[src/rtl/axi4lite_regbank_slave.sv]
// AXI4-Lite slave with four R/W registers and one read-only status word.
// Optional SLVERR responses for unmapped/RO accesses: define AXI4LITE_REGBANK_ERR_EN.
module axi4lite_regbank_slave #(
  parameter int unsigned ADDR_WIDTH = 4,
  parameter int unsigned DATA_WIDTH = 8
) (
  input  logic                      clk,
  input  logic                      rst,
  input  logic [ADDR_WIDTH-1:0]     s_axi_awaddr,
  input  logic                      s_axi_awvalid,
  output logic                      s_axi_awready,
  input  logic [DATA_WIDTH-1:0]     s_axi_wdata,
  input  logic [DATA_WIDTH/8-1:0]   s_axi_wstrb,
  input  logic                      s_axi_wvalid,
  output logic                      s_axi_wready,
  output logic [1:0]                s_axi_bresp,
  output logic                      s_axi_bvalid,
  input  logic                      s_axi_bready,
  input  logic [ADDR_WIDTH-1:0]     s_axi_araddr,
  input  logic                      s_axi_arvalid,
  output logic                      s_axi_arready,
  output logic [DATA_WIDTH-1:0]     s_axi_rdata,
  output logic [1:0]                s_axi_rresp,
  output logic                      s_axi_rvalid,
  input  logic                      s_axi_rready,
  input  logic [DATA_WIDTH-1:0]     status_in,
  output logic [4*DATA_WIDTH-1:0]   reg_out
);

  localparam int unsigned NUM_REGS    = 4;
  localparam int unsigned STATUS_ADDR = 4;
  localparam logic [1:0]  RESP_OKAY   = 2'b00;
  localparam logic [1:0]  RESP_SLVERR = 2'b10;
`ifdef AXI4LITE_REGBANK_ERR_EN
  localparam bit ERR_EN = 1'b1;
`else
  localparam bit ERR_EN = 1'b0;
`endif

  typedef enum logic {W_COLLECT, W_RESP} w_state_t;
  typedef enum logic {R_IDLE, R_DATA} r_state_t;

  w_state_t w_state;
  r_state_t r_state;

  logic                  aw_held;
  logic                  w_held;
  logic [ADDR_WIDTH-1:0] aw_addr_q;
  logic [DATA_WIDTH-1:0] wdata_q;
  logic                  wstrb0_q;
  logic [DATA_WIDTH-1:0] regs [NUM_REGS];

  logic                  aw_fire;
  logic                  w_fire;
  logic                  ar_fire;
  logic                  commit;
  logic [ADDR_WIDTH-1:0] wr_addr;
  logic [DATA_WIDTH-1:0] wr_data;
  logic                  wr_strb0;
  logic                  wr_mapped;
  logic [1:0]            wr_resp;
  logic [DATA_WIDTH-1:0] rd_data;
  logic [1:0]            rd_resp;

  assign s_axi_awready = !aw_held && !s_axi_bvalid;
  assign s_axi_wready  = !w_held && !s_axi_bvalid;
  assign s_axi_arready = (r_state == R_IDLE) && !s_axi_rvalid;
  assign reg_out       = {regs[3], regs[2], regs[1], regs[0]};

  // Write commit decode: held channel values take precedence over the live bus.
  always_comb begin
    aw_fire   = s_axi_awvalid && s_axi_awready;
    w_fire    = s_axi_wvalid && s_axi_wready;
    commit    = (w_state == W_COLLECT) && (aw_held || aw_fire) && (w_held || w_fire);
    wr_addr   = aw_held ? aw_addr_q : s_axi_awaddr;
    wr_data   = w_held ? wdata_q : s_axi_wdata;
    wr_strb0  = w_held ? wstrb0_q : s_axi_wstrb[0];
    wr_mapped = 32'(wr_addr) < NUM_REGS;
    wr_resp   = (ERR_EN && !wr_mapped) ? RESP_SLVERR : RESP_OKAY;
  end

  // Read mux samples pre-edge register contents.
  always_comb begin
    ar_fire = s_axi_arvalid && s_axi_arready;
    rd_data = '0;
    rd_resp = RESP_OKAY;
    if (32'(s_axi_araddr) < NUM_REGS) begin
      rd_data = regs[s_axi_araddr[1:0]];
    end else if (32'(s_axi_araddr) == STATUS_ADDR) begin
      rd_data = status_in;
    end else if (ERR_EN) begin
      rd_resp = RESP_SLVERR;
    end
  end

  // Write path FSM and register file.
  always_ff @(posedge clk) begin
    if (rst) begin
      w_state      <= W_COLLECT;
      aw_held      <= 1'b0;
      w_held       <= 1'b0;
      aw_addr_q    <= '0;
      wdata_q      <= '0;
      wstrb0_q     <= 1'b0;
      s_axi_bvalid <= 1'b0;
      s_axi_bresp  <= RESP_OKAY;
      for (int i = 0; i < int'(NUM_REGS); i++) regs[i] <= '0;
    end else begin
      case (w_state)
        W_COLLECT: begin
          if (commit) begin
            if (wr_strb0 && wr_mapped) regs[wr_addr[1:0]] <= wr_data;
            s_axi_bvalid <= 1'b1;
            s_axi_bresp  <= wr_resp;
            aw_held      <= 1'b0;
            w_held       <= 1'b0;
            w_state      <= W_RESP;
          end else begin
            if (aw_fire) begin
              aw_held   <= 1'b1;
              aw_addr_q <= s_axi_awaddr;
            end
            if (w_fire) begin
              w_held   <= 1'b1;
              wdata_q  <= s_axi_wdata;
              wstrb0_q <= s_axi_wstrb[0];
            end
          end
        end
        W_RESP: begin
          if (s_axi_bready) begin
            s_axi_bvalid <= 1'b0;
            w_state      <= W_COLLECT;
          end
        end
        default: w_state <= W_COLLECT;
      endcase
    end
  end

  // Read path FSM, independent of the write path.
  always_ff @(posedge clk) begin
    if (rst) begin
      r_state      <= R_IDLE;
      s_axi_rvalid <= 1'b0;
      s_axi_rdata  <= '0;
      s_axi_rresp  <= RESP_OKAY;
    end else begin
      case (r_state)
        R_IDLE: begin
          if (ar_fire) begin
            s_axi_rdata  <= rd_data;
            s_axi_rresp  <= rd_resp;
            s_axi_rvalid <= 1'b1;
            r_state      <= R_DATA;
          end
        end
        R_DATA: begin
          if (s_axi_rready) begin
            s_axi_rvalid <= 1'b0;
            r_state      <= R_IDLE;
          end
        end
        default: r_state <= R_IDLE;
      endcase
    end
  end

endmodule

[config.mk]
export PLATFORM = sky130hd
export DESIGN_NAME = axi4lite_regbank_slave
export DESIGN_NICKNAME = d
export VERILOG_FILES = /design/src/rtl/axi4lite_regbank_slave.sv
export SDC_FILE = /design/constraint.sdc
export NUM_CORES = 1
export LEC_CHECK = 0
export BUFFER_PORTS_ARGS = -buffer_cell sky130_fd_sc_hd__buf_2
export CAP_MARGIN = 20
export CORE_MARGIN = 4
export CORE_UTILIZATION = 32
export CTS_BUF_LIST = sky130_fd_sc_hd__clkbuf_16
export DETAILED_ROUTE_END_ITERATION = 6
export PLACE_DENSITY = 0.56
export SLEW_MARGIN = 20
export SYNTH_ARGS = -nofsm -noshare
export SYNTH_HDL_FRONTEND = slang
export SYNTH_SLANG_ARGS = --single-unit
[constraint.sdc]
create_clock -name clk -period 2.5 [get_ports clk]
set_input_delay 0.125 -clock clk [delete_from_list [all_inputs] [get_ports clk]]
set_output_delay 0.125 -clock clk [all_outputs]
set_load 0.03 [all_outputs]
==> metrics.csv <==
metric,value,unit
synth_largest_area_cell,edfxtp_1,
final_nets,335,
reg2reg_slack,260,ps
cts_resized,0,
maxSlewViolCount,0,
fin_setup_tns,0,ps
initial_core_util,33.4,%
crit_arrival,2230,ps
cp.required,2490,ps
die_h,98.5,um
rsz0062_at_grt,no,
final_hold_viol_count,0,
final_common_cell,buf_2,
route.detailed.drc,0,
grt_pass1_vias,1918,
syn_area,2620,um^2
clk_path_buf_depth,2,
power_leakage,1.46,nW
swShare,26.5,%
min_period,2240,ps
place_congestion,0.754,
dieArea,9700,um^2
clkLatencyLatePin,320,ps
ys_seq_area_share,57.3,%
start_kind,flip-flop,
crit_fanout,9,
setup_viol,0,
seq_power_share,41.8,%
grt_pass1_wl,10300,um
viasPerCell,4.78,
drt-total-wl,6560,um
cts.reportedPaths.clkPinSlew,50,ps
worst_slack,257,ps
io-pin-count,81,
critPathKind,reg -> reg,
cts_inserted_buffers,9,
wire_per_inst,16.0,um
max_freq,446,MHz
syn_to_final_growth,29.0,%
share_comb_of_total_power,15.2,%
drt_first_pass_iters,4,
drv_cap,0,
critPathCaptureType,flip-flop,
stdcell_area,3380,um^2
die_w,98.5,um
gr-total-overflow,0,
cts-root-buf,clkbuf_16,
drive_above_1_share,35.1,%
post-route-period-util,89.7,%
vdd_drop_max,0.439,mV
drt-initial-drc-count,87,
diodes,0,
internal_power,1.98,mW
dp_hpwl,4920,um
postRouteAntennaNets,0,
antenna_found_initial,0,
synth-seq-cells,59,
syn_area_per_cell,11.7,um^2
relSlewSlack,55.6,%
clock-sinks,59,
finalPower,2.69,mW
vias,1959,
core,7850,um^2
cts_hold_buf,0,
worst_clock_skew,5.51,ps
worst_hold_path_type,in -> reg,
io_buffer_count,76,
synth_cell_types,33,
p_per_area,796,nW/um^2
status,"finished, final reports clean",
pre_cts_slack,278,ps
cts_htree_levels,3,
cts_tree,yes,
layout.area.seq,1500,um^2
net-switching-power,713,uW
grt_max_degree,33,
yosys-top-cells-area,"edfxtp_1 37%, dfxtp_1 21%, nor2_1 9.0%",
syn_inst,223,
worst_slew_pin_slew,665,ps
clockPowerShare,42.9,%
postCtsSetupRepairBufs,0,
rows,32,
synth_top_area_share,36.7,%
fill_cells,797,
ys_warn_count,0,
grtUsageTotal,13.9,%
post_dp_cell_area,3100,um^2
multiInputGateArea,1040,um^2
mostFrequentLayoutCells,"76 x buf_2, 63 x nor2_1, 32 x edfxtp_1, 27 x dfxtp_1, 22 x mux2i_1",
[cell usage after synthesis]
master    number
a211oi_1       8
a211oi_2       1
a21oi_1        4
a221oi_1       1
a22oi_1        8
a31oi_1        1
a41o_1         1
buf_1          1
buf_2          2
buf_4          4
clkbuf_1       7
conb_1         1
dfxtp_1       27
edfxtp_1      32
inv_1          4
mux2_2         2
mux2i_1       22
mux4_2         8
nand2_1        5
nand2b_1       4
nand3_2        2
nand4_2        1
nor2_1        63
nor2b_1        5
nor3_1         1
nor3_2         1
nor4b_1        1
nor4b_2        1
o221a_2        1
o221ai_1       1
or3_1          1
or3b_1         1
or4b_1         1
[state kept, by name, summed over array words and instances, names as in the netlist]
name	flops
regs	32
wdata_q	8
aw_held	1
wstrb0_q	1
w_held	1
aw_addr_q	4
w_state	1
s_axi_bvalid	1
s_axi_rvalid	1
r_state	1
s_axi_rdata	8
[path summary, 6_finish.rpt]
check	startpoint	endpoint	cells after the start
worst min register to register	s_axi_rdata[1]	s_axi_rdata[1]	2
worst min-delay path	s_axi_bready	s_axi_bvalid	2
worst max register to register	aw_held	regs[2][2]	4
worst max-delay path	aw_held	regs[2][2]	4
[stage by stage]
stage | util, % | cells | hold slack [ps]
floorplan | - | 226 | 242
global placement | 39.5 | 394 | 344
detailed placement | 39.5 | 394 | 352
CTS | 43.0 | 410 | 14.5
global route | 43.0 | 410 | 29.8
finish | 43.0 | 410 | 13.7
[power by group through the flow]
stage	Clock, mW	Combinational [mW]	Sequential [mW]
after floorplan	0	0.234	1.20
after global placement	0	0.410	1.14
after detailed placement	0	0.412	1.14
after CTS	1.18	0.414	1.13
after global routing	1.22	0.446	1.13
final	1.15	0.409	1.13
[per-layer routing]
metal  GRT usage (%)  vias to the layer above  part of all wire, %
li1                -                      966                    -
met1            18.7                      925                   47
met2            20.7                       61                   46
met3            5.52                        7                  6.6
met4            4.10                        0                  1.3
met5               0                        -                    0
[area by class of cell]
type | instances | area share, %
multi-input cells | 149 | 30.9
flip-flops and latches | 59 | 44.5
clock buffers | 9 | 6.67
clock inverters | 7 | 1.59
inverters | 4 | 0.445
repair buffers | 80 | 12.2
well taps | 102 | 3.78
[logic make-up after synthesis]
logic type / count (synthesis) / share of synthesized area (%)
AOI/OAI and AO/OA: 26 / 7.55
muxes: 32 / 16.1
other: 1 / 0.143
DFF: 59 / 57.3
and+or+nand+nor: 87 / 15.6
buffers and inverters: 18 / 3.25
[critical path, stage by stage (launching register included)]
cell,delay (ps)
dfxtp_1,480
or3b_1,430
a211oi_2,400
nand3_2,250
nand2b_1,340
Power figures use the tool's default switching activity.
